`src/rtl/cache_pkg.sv`:
```
// Shared constants and the per-port state encoding for the cache read side.
package cache_pkg;

   localparam int DW    = 16;
   localparam int IW    = 5;
   localparam int AW    = 5;
   localparam int DEPTH = 32;

   typedef enum logic [1:0] {
      IDLE     = 2'd0,
      INFLIGHT = 2'd1,
      HOLD     = 2'd2
   } port_state_t;

endpackage

```
`src/rtl/rr_arbiter_4.sv`:
```
// Four-way round-robin arbiter: the search starts at ptr and the first requester wins.
module rr_arbiter_4
   import cache_pkg::*;
(
   input  logic [3:0] req,
   input  logic [1:0] ptr,
   output logic [3:0] grant,
   output logic [1:0] grant_idx,
   output logic       grant_any,
   output logic [1:0] next_ptr
);

   logic [1:0] cand;

   // Walk the four positions starting at ptr; the pointer moves past the winner or holds.
   always_comb begin
      grant     = '0;
      grant_idx = '0;
      grant_any = 1'b0;
      next_ptr  = ptr;
      cand      = '0;
      for (int k = 0; k < 4; k++) begin
         cand = ptr + k[1:0];
         if (!grant_any && req[cand]) begin
            grant_any   = 1'b1;
            grant_idx   = cand;
            grant[cand] = 1'b1;
            next_ptr    = cand + 2'd1;
         end
      end
   end

endmodule

```
`src/rtl/cache_reader_4.sv`:
```
// Read/drain side of the shared PE overflow cache: arbitrates four PE read requests
// onto the single RAM read port, returns words by valid/ready and owns the free mask.
module cache_reader_4
   import cache_pkg::*;
#(
   parameter int Data_Width    = DW,
   parameter int Index_Width   = IW,
   parameter int Address_Width = AW,
   parameter int Depth         = DEPTH
) (
   input  logic                                clk,
   input  logic                                rst_n,
   input  logic                                Req_Valid_0,
   input  logic                                Req_Valid_1,
   input  logic                                Req_Valid_2,
   input  logic                                Req_Valid_3,
   input  logic [Address_Width-1:0]            Req_Add_0,
   input  logic [Address_Width-1:0]            Req_Add_1,
   input  logic [Address_Width-1:0]            Req_Add_2,
   input  logic [Address_Width-1:0]            Req_Add_3,
   output logic                                Req_Ready_0,
   output logic                                Req_Ready_1,
   output logic                                Req_Ready_2,
   output logic                                Req_Ready_3,
   output logic                                Rsp_Valid_0,
   output logic                                Rsp_Valid_1,
   output logic                                Rsp_Valid_2,
   output logic                                Rsp_Valid_3,
   output logic [Data_Width-1:0]               Rsp_Data_0,
   output logic [Data_Width-1:0]               Rsp_Data_1,
   output logic [Data_Width-1:0]               Rsp_Data_2,
   output logic [Data_Width-1:0]               Rsp_Data_3,
   output logic [Index_Width-1:0]              Rsp_Index_0,
   output logic [Index_Width-1:0]              Rsp_Index_1,
   output logic [Index_Width-1:0]              Rsp_Index_2,
   output logic [Index_Width-1:0]              Rsp_Index_3,
   input  logic                                Rsp_Ready_0,
   input  logic                                Rsp_Ready_1,
   input  logic                                Rsp_Ready_2,
   input  logic                                Rsp_Ready_3,
   output logic                                Ram_RE,
   output logic [Address_Width-1:0]            Ram_R_Add,
   input  logic [Data_Width+Index_Width-1:0]   Ram_R_Data,
   input  logic                                Alloc_Valid,
   input  logic [Address_Width-1:0]            Alloc_Add,
   output logic [Depth-1:0]                    Free_Mask,
   output logic                                Err_Alloc,
   output logic                                Err_Empty_Read
);

   logic [3:0]               req_valid, rsp_ready, eligible, grant, rsp_valid;
   logic [Address_Width-1:0] req_add [4];
   port_state_t              state_reg [4];
   port_state_t              state_next [4];
   logic [Data_Width-1:0]    rsp_data_reg [4];
   logic [Index_Width-1:0]   rsp_index_reg [4];
   logic [1:0]               ptr_reg, ptr_next, grant_idx;
   logic                     grant_any, slot_free, alloc_err;
   logic [Address_Width-1:0] sel_add;
   logic [Depth-1:0]         free_mask_reg, free_mask_next;
   logic                     empty_rd_reg, err_alloc_reg, err_empty_reg;

   assign req_valid  = {Req_Valid_3, Req_Valid_2, Req_Valid_1, Req_Valid_0};
   assign rsp_ready  = {Rsp_Ready_3, Rsp_Ready_2, Rsp_Ready_1, Rsp_Ready_0};
   assign req_add[0] = Req_Add_0;
   assign req_add[1] = Req_Add_1;
   assign req_add[2] = Req_Add_2;
   assign req_add[3] = Req_Add_3;

   // Only idle ports with a live request compete; nothing is granted while reset is held.
   always_comb begin
      for (int p = 0; p < 4; p++)
         eligible[p] = req_valid[p] && (state_reg[p] == IDLE) && rst_n;
   end

   rr_arbiter_4 u_arb (
      .req       (eligible),
      .ptr       (ptr_reg),
      .grant     (grant),
      .grant_idx (grant_idx),
      .grant_any (grant_any),
      .next_ptr  (ptr_next)
   );

   // A grant to a slot that is already free skips the RAM and returns a zero word.
   assign sel_add   = req_add[grant_idx];
   assign slot_free = free_mask_reg[sel_add];
   assign Ram_RE    = grant_any && !slot_free;
   assign Ram_R_Add = grant_any ? sel_add : '0;

   // Port state register
   always_ff @(posedge clk or negedge rst_n) begin
      if (!rst_n) begin
         for (int p = 0; p < 4; p++) state_reg[p] <= IDLE;
      end else begin
         for (int p = 0; p < 4; p++) state_reg[p] <= state_next[p];
      end
   end

   // Port next-state: grant -> one RAM latency cycle -> hold until the PE accepts
   always_comb begin
      for (int p = 0; p < 4; p++) begin
         state_next[p] = state_reg[p];
         case (state_reg[p])
            IDLE:     if (grant[p]) state_next[p] = INFLIGHT;
            INFLIGHT: state_next[p] = HOLD;
            HOLD:     if (rsp_ready[p]) state_next[p] = IDLE;
            default:  state_next[p] = IDLE;
         endcase
      end
   end

   // Port outputs: the response is valid for exactly the HOLD state
   always_comb begin
      for (int p = 0; p < 4; p++) rsp_valid[p] = (state_reg[p] == HOLD);
   end

   // Capture the RAM word in the latency cycle; zero it when the slot was read empty
   always_ff @(posedge clk or negedge rst_n) begin
      if (!rst_n) begin
         for (int p = 0; p < 4; p++) begin
            rsp_data_reg[p]  <= '0;
            rsp_index_reg[p] <= '0;
         end
      end else begin
         for (int p = 0; p < 4; p++) begin
            if (state_reg[p] == INFLIGHT) begin
               rsp_data_reg[p]  <= empty_rd_reg ? '0 : Ram_R_Data[Data_Width-1:0];
               rsp_index_reg[p] <= empty_rd_reg ? '0 : Ram_R_Data[Data_Width +: Index_Width];
            end
         end
      end
   end

   // Free on grant, then allocation; an allocation into an occupied slot is only flagged
   always_comb begin
      free_mask_next = free_mask_reg;
      alloc_err      = Alloc_Valid && !free_mask_reg[Alloc_Add];
      if (grant_any) free_mask_next[sel_add] = 1'b1;
      if (Alloc_Valid && free_mask_reg[Alloc_Add]) free_mask_next[Alloc_Add] = 1'b0;
   end

   // Pointer, free mask and the one-cycle error pulses
   always_ff @(posedge clk or negedge rst_n) begin
      if (!rst_n) begin
         ptr_reg       <= '0;
         free_mask_reg <= '1;
         empty_rd_reg  <= 1'b0;
         err_alloc_reg <= 1'b0;
         err_empty_reg <= 1'b0;
      end else begin
         ptr_reg       <= ptr_next;
         free_mask_reg <= free_mask_next;
         empty_rd_reg  <= grant_any && slot_free;
         err_alloc_reg <= alloc_err;
         err_empty_reg <= grant_any && slot_free;
      end
   end

   assign Req_Ready_0    = grant[0];
   assign Req_Ready_1    = grant[1];
   assign Req_Ready_2    = grant[2];
   assign Req_Ready_3    = grant[3];
   assign Rsp_Valid_0    = rsp_valid[0];
   assign Rsp_Valid_1    = rsp_valid[1];
   assign Rsp_Valid_2    = rsp_valid[2];
   assign Rsp_Valid_3    = rsp_valid[3];
   assign Rsp_Data_0     = rsp_data_reg[0];
   assign Rsp_Data_1     = rsp_data_reg[1];
   assign Rsp_Data_2     = rsp_data_reg[2];
   assign Rsp_Data_3     = rsp_data_reg[3];
   assign Rsp_Index_0    = rsp_index_reg[0];
   assign Rsp_Index_1    = rsp_index_reg[1];
   assign Rsp_Index_2    = rsp_index_reg[2];
   assign Rsp_Index_3    = rsp_index_reg[3];
   assign Free_Mask      = free_mask_reg;
   assign Err_Alloc      = err_alloc_reg;
   assign Err_Empty_Read = err_empty_reg;

endmodule
```
`config.mk`:
```
export PLATFORM = sky130hd
export DESIGN_NAME = cache_reader_4
export DESIGN_NICKNAME = d
export VERILOG_FILES = /design/src/rtl/cache_pkg.sv /design/src/rtl/rr_arbiter_4.sv /design/src/rtl/cache_reader_4.sv
export SDC_FILE = /design/constraint.sdc
export NUM_CORES = 1
export LEC_CHECK = 0
export BUFFER_PORTS_ARGS = -buffer_cell sky130_fd_sc_hd__clkbuf_2
export CAP_MARGIN = 0
export CORE_AREA = 5 5 119 121
export DETAILED_ROUTE_END_ITERATION = 6
export DIE_AREA = 0 0 124 126
export GPL_TIMING_DRIVEN = 0
export PLACE_DENSITY = 0.87
export SLEW_MARGIN = 15
export SYNTH_ARGS = -nofsm -noshare
export SYNTH_HDL_FRONTEND = slang
export SYNTH_SLANG_ARGS = --single-unit
```
`constraint.sdc`:
```
create_clock -name clk -period 4.5 [get_ports clk]
set_clock_uncertainty 0.15 [all_clocks]
set_input_delay 0.45 -clock clk [delete_from_list [all_inputs] [get_ports clk]]
set_output_delay 0.45 -clock clk [all_outputs]
set_load 0.02 [all_outputs]
```
==> impl_metrics.tcl <==
set metrics [dict create \
    ys_types 61 \
    yosys-top-cells-area "dfrtp_1 36%, dfstp_2 12%, o21ai_0 7.0%, mux4_2 6.0%, nand2_1 6.0%" \
    cts_tree "done" \
    yosysMostFrequentCell "nand2_1" \
    setup_viol 1 \
    dr.pass1.iters 6 \
    die_h_um 126 \
    finalCriticalPeriod_ns 4.66 \
    synth-seq-cells 128 \
    synth_top_flop_cell "dfrtp_1" \
    grt_pass1_vias 6801 \
    via_per_inst 6.16 \
    gp_congestion 1.05 \
    tns_ns -0.163 \
    n_antenna_cell 0 \
    syn_to_final_growth_pct 36.4 \
    final_cells 1127 \
    cts_buffer_depth 2 \
    clk_pin_slew_ns 0.06 \
    drt_iter0_drc 868 \
    place_ws_ns -0.486 \
    dieArea_um2 15600 \
    drv_slew 0 \
    synth_common_cells "107 x nand2_1, 96 x dfrtp_1, 94 x o21ai_0, 70 x a21oi_1, 39 x nor2_1" \
    worst_hold_slack_ns 0.0184 \
    synth_nets 755 \
    boundaryPins 189 \
    synth-seq-area-share 0.481 \
    synthArstFlopShare 1.00 \
    syn_inst 694 \
    hp-class "input pin to asynchronous set/reset pin" \
    grt_max_degree 104 \
    setup.worst_path.class "flop to output pin" \
    cap_violations 0 \
    crit_chain "nand4bb_4, mux4_2, a211oi_4, buf_6, o221ai_4, a211oi_4, or2_1, buf_6, nand2_2, a32o_1, a222oi_1, a31oi_1, buf_4" \
    wl_um 23500 \
    cts_htree_levels 4 \
    endpoint_kind "output pin" \
    vdd_drop_max_uv 904 \
    port_buffers 187 \
    drc 0 \
    syn_area_per_cell_um2 9.72 \
    cts-root-buf "clkbuf_16" \
    dieWidth_um 124 \
    syn-cell-area_um2 6740 \
    post_drt_wl_per_cell_um 20.9 \
    leakage_nw 4.30 \
    rows 42 \
    crit_fanout 7 \
    grtUsageTotal 0.295 \
    synth_top_cell_by_area "dfrtp_1" \
    core_area_um2 13000 \
    p_per_area_nw_per_um2 1020 \
    critPathLaunchType "flop" \
    ys_warn_count 0 \
    max_freq_mhz 214 \
    crit_slowest_cell "mux4_2" \
    cp.arrival_ns 4.06 \
    clock_latency_ns 0.43 \
    violations "setup timing" \
    largest_reg_flops 32 \
    worst_pin_slew_ns 1.23 \
    place_inst 1058 \
    gr-total-overflow 0 \
    setup_slack_ns -0.163 \
    required_ns 3.90 \
    numCtsBuffers 17 \
    via_count 6940 \
    synth-edff-count 0 \
    ant_nets 0 \
    total_power_mw 9.34 \
    synth.top_cell.area_share 0.356 \
    critPathMaxStageDelay_ns 0.58 \
    hold_viol 0 \
    clock_sinks 128 \
    antenna_found_initial 0 \
    drive_above_1_share 0.387 \
    status "finished with violations" \
    rsz0062_at_grt "true" \
    fin_crit_sh 1.04 \
    start_util 0.519 \
    grt_pass1_wl_um 36000 \
    num-nets-final 999 \
    dp_hpwl_um 15600 \
    relSlewSlack 0.173 \
]
-- through the flow --
step,cell area [um^2],util
floorplan,6740,-
global placement,7900,0.609
detailed placement,7940,0.611
CTS,9020,0.695
global route,9190,0.708
finish,9190,0.708
-- cell families after synthesis --
logic type               Yosys count  share of synthesized area
XOR/XNOR                           1                    0.00130
adder cells (fa/ha/maj)            4                    0.00742
buffers and inverters             53                     0.0338
AO/OA/AOI/OAI                    220                      0.194
AND/OR/NAND/NOR                  239                      0.175
multiplexers                      49                      0.108
flip-flops                       128                      0.481
-- worst paths after layout --
check                               from            end  slack (ns)  cells past startpoint
max in group asynchronous          rst_n     ptr_reg[1]        3.44                      3
max                         state_reg[3]         Ram_RE       -0.16                     13
max reg2reg                 state_reg[3]   Free_Mask[8]        0.27                     12
min in group clk             Rsp_Ready_1   state_reg[5]        0.06                      2
min                                rst_n  Rsp_Data_3[1]        0.02                      2
min reg2reg                Rsp_Data_0[4]  Rsp_Data_0[4]        0.33                      2
-- placed cells by master (no fill, tap or decap), types with 4 or more instances in the layout --
cell and instances:
a21oi_1 70, mux2_2 4, and4bb_2 4, nor2b_1 11, o211ai_1 4, mux2i_1 15, mux4_2 18, nand4bb_4 4
mux2i_4 5, buf_1 8, buf_6 6, nor2_2 4, o31ai_1 4, clkbuf_16 17, nor2_1 36, and2_1 9
dfstp_2 32, inv_1 12, dfrtp_1 95, nand2_1 106, a211oi_1 6, nor3_1 10, nand2b_1 35, a22oi_1 10
o21ai_0 93, a32o_1 6, buf_4 34, clkbuf_1 22, clkbuf_2 185
-- final cells by class --
class	count	area [um^2]
fill	950	3790
multi-input combinational	513	3530
sequential	128	3240
timing repair buffer	228	1340
clock buffer	20	457
tap	176	220
buffer	36	189
clock inverter	12	156
inverter	14	55.1
-- power by group --
group | switching (mW) | internal (mW) | total [mW] | leakage [nW]
sequential | 0.461 | 1.80 | 2.26 | 1.54
clock | 0.533 | 0.903 | 1.44 | 0.301
combinational | 3.34 | 2.30 | 5.64 | 2.46
total | 4.34 | 5.00 | 9.34 | 4.30
-- critical path: cells and delay by family (launching register included) --
kind | cells | cell delay [ns]
AOI/OAI and AO/OA | 6 | 1.61
muxes | 1 | 0.58
DFF | 1 | 0.43
buffers and inverters | 3 | 0.50
and+or+nand+nor | 3 | 0.53
-- timing repair --
item                                    4_1_cts  5_1_grt
resized for setup                            51       11
pin swaps                                    15       14
hold buffers                                  2        0
endpoints found under the setup margin       15        1
gates cloned                                  1        0
setup buffers                                23       14
endpoints found under the hold margin        25        0
-- routing by layer --
layer | vias to the layer above | global-route usage | wire length, um
met5 | - | 0 | 0
met4 | 0 | 0.142 | 1050
met3 | 113 | 0.0717 | 2530
met2 | 544 | 0.483 | 11300
met1 | 3294 | 0.365 | 8630
li1 | 2989 | - | -
Power figures use the tool's default switching activity.
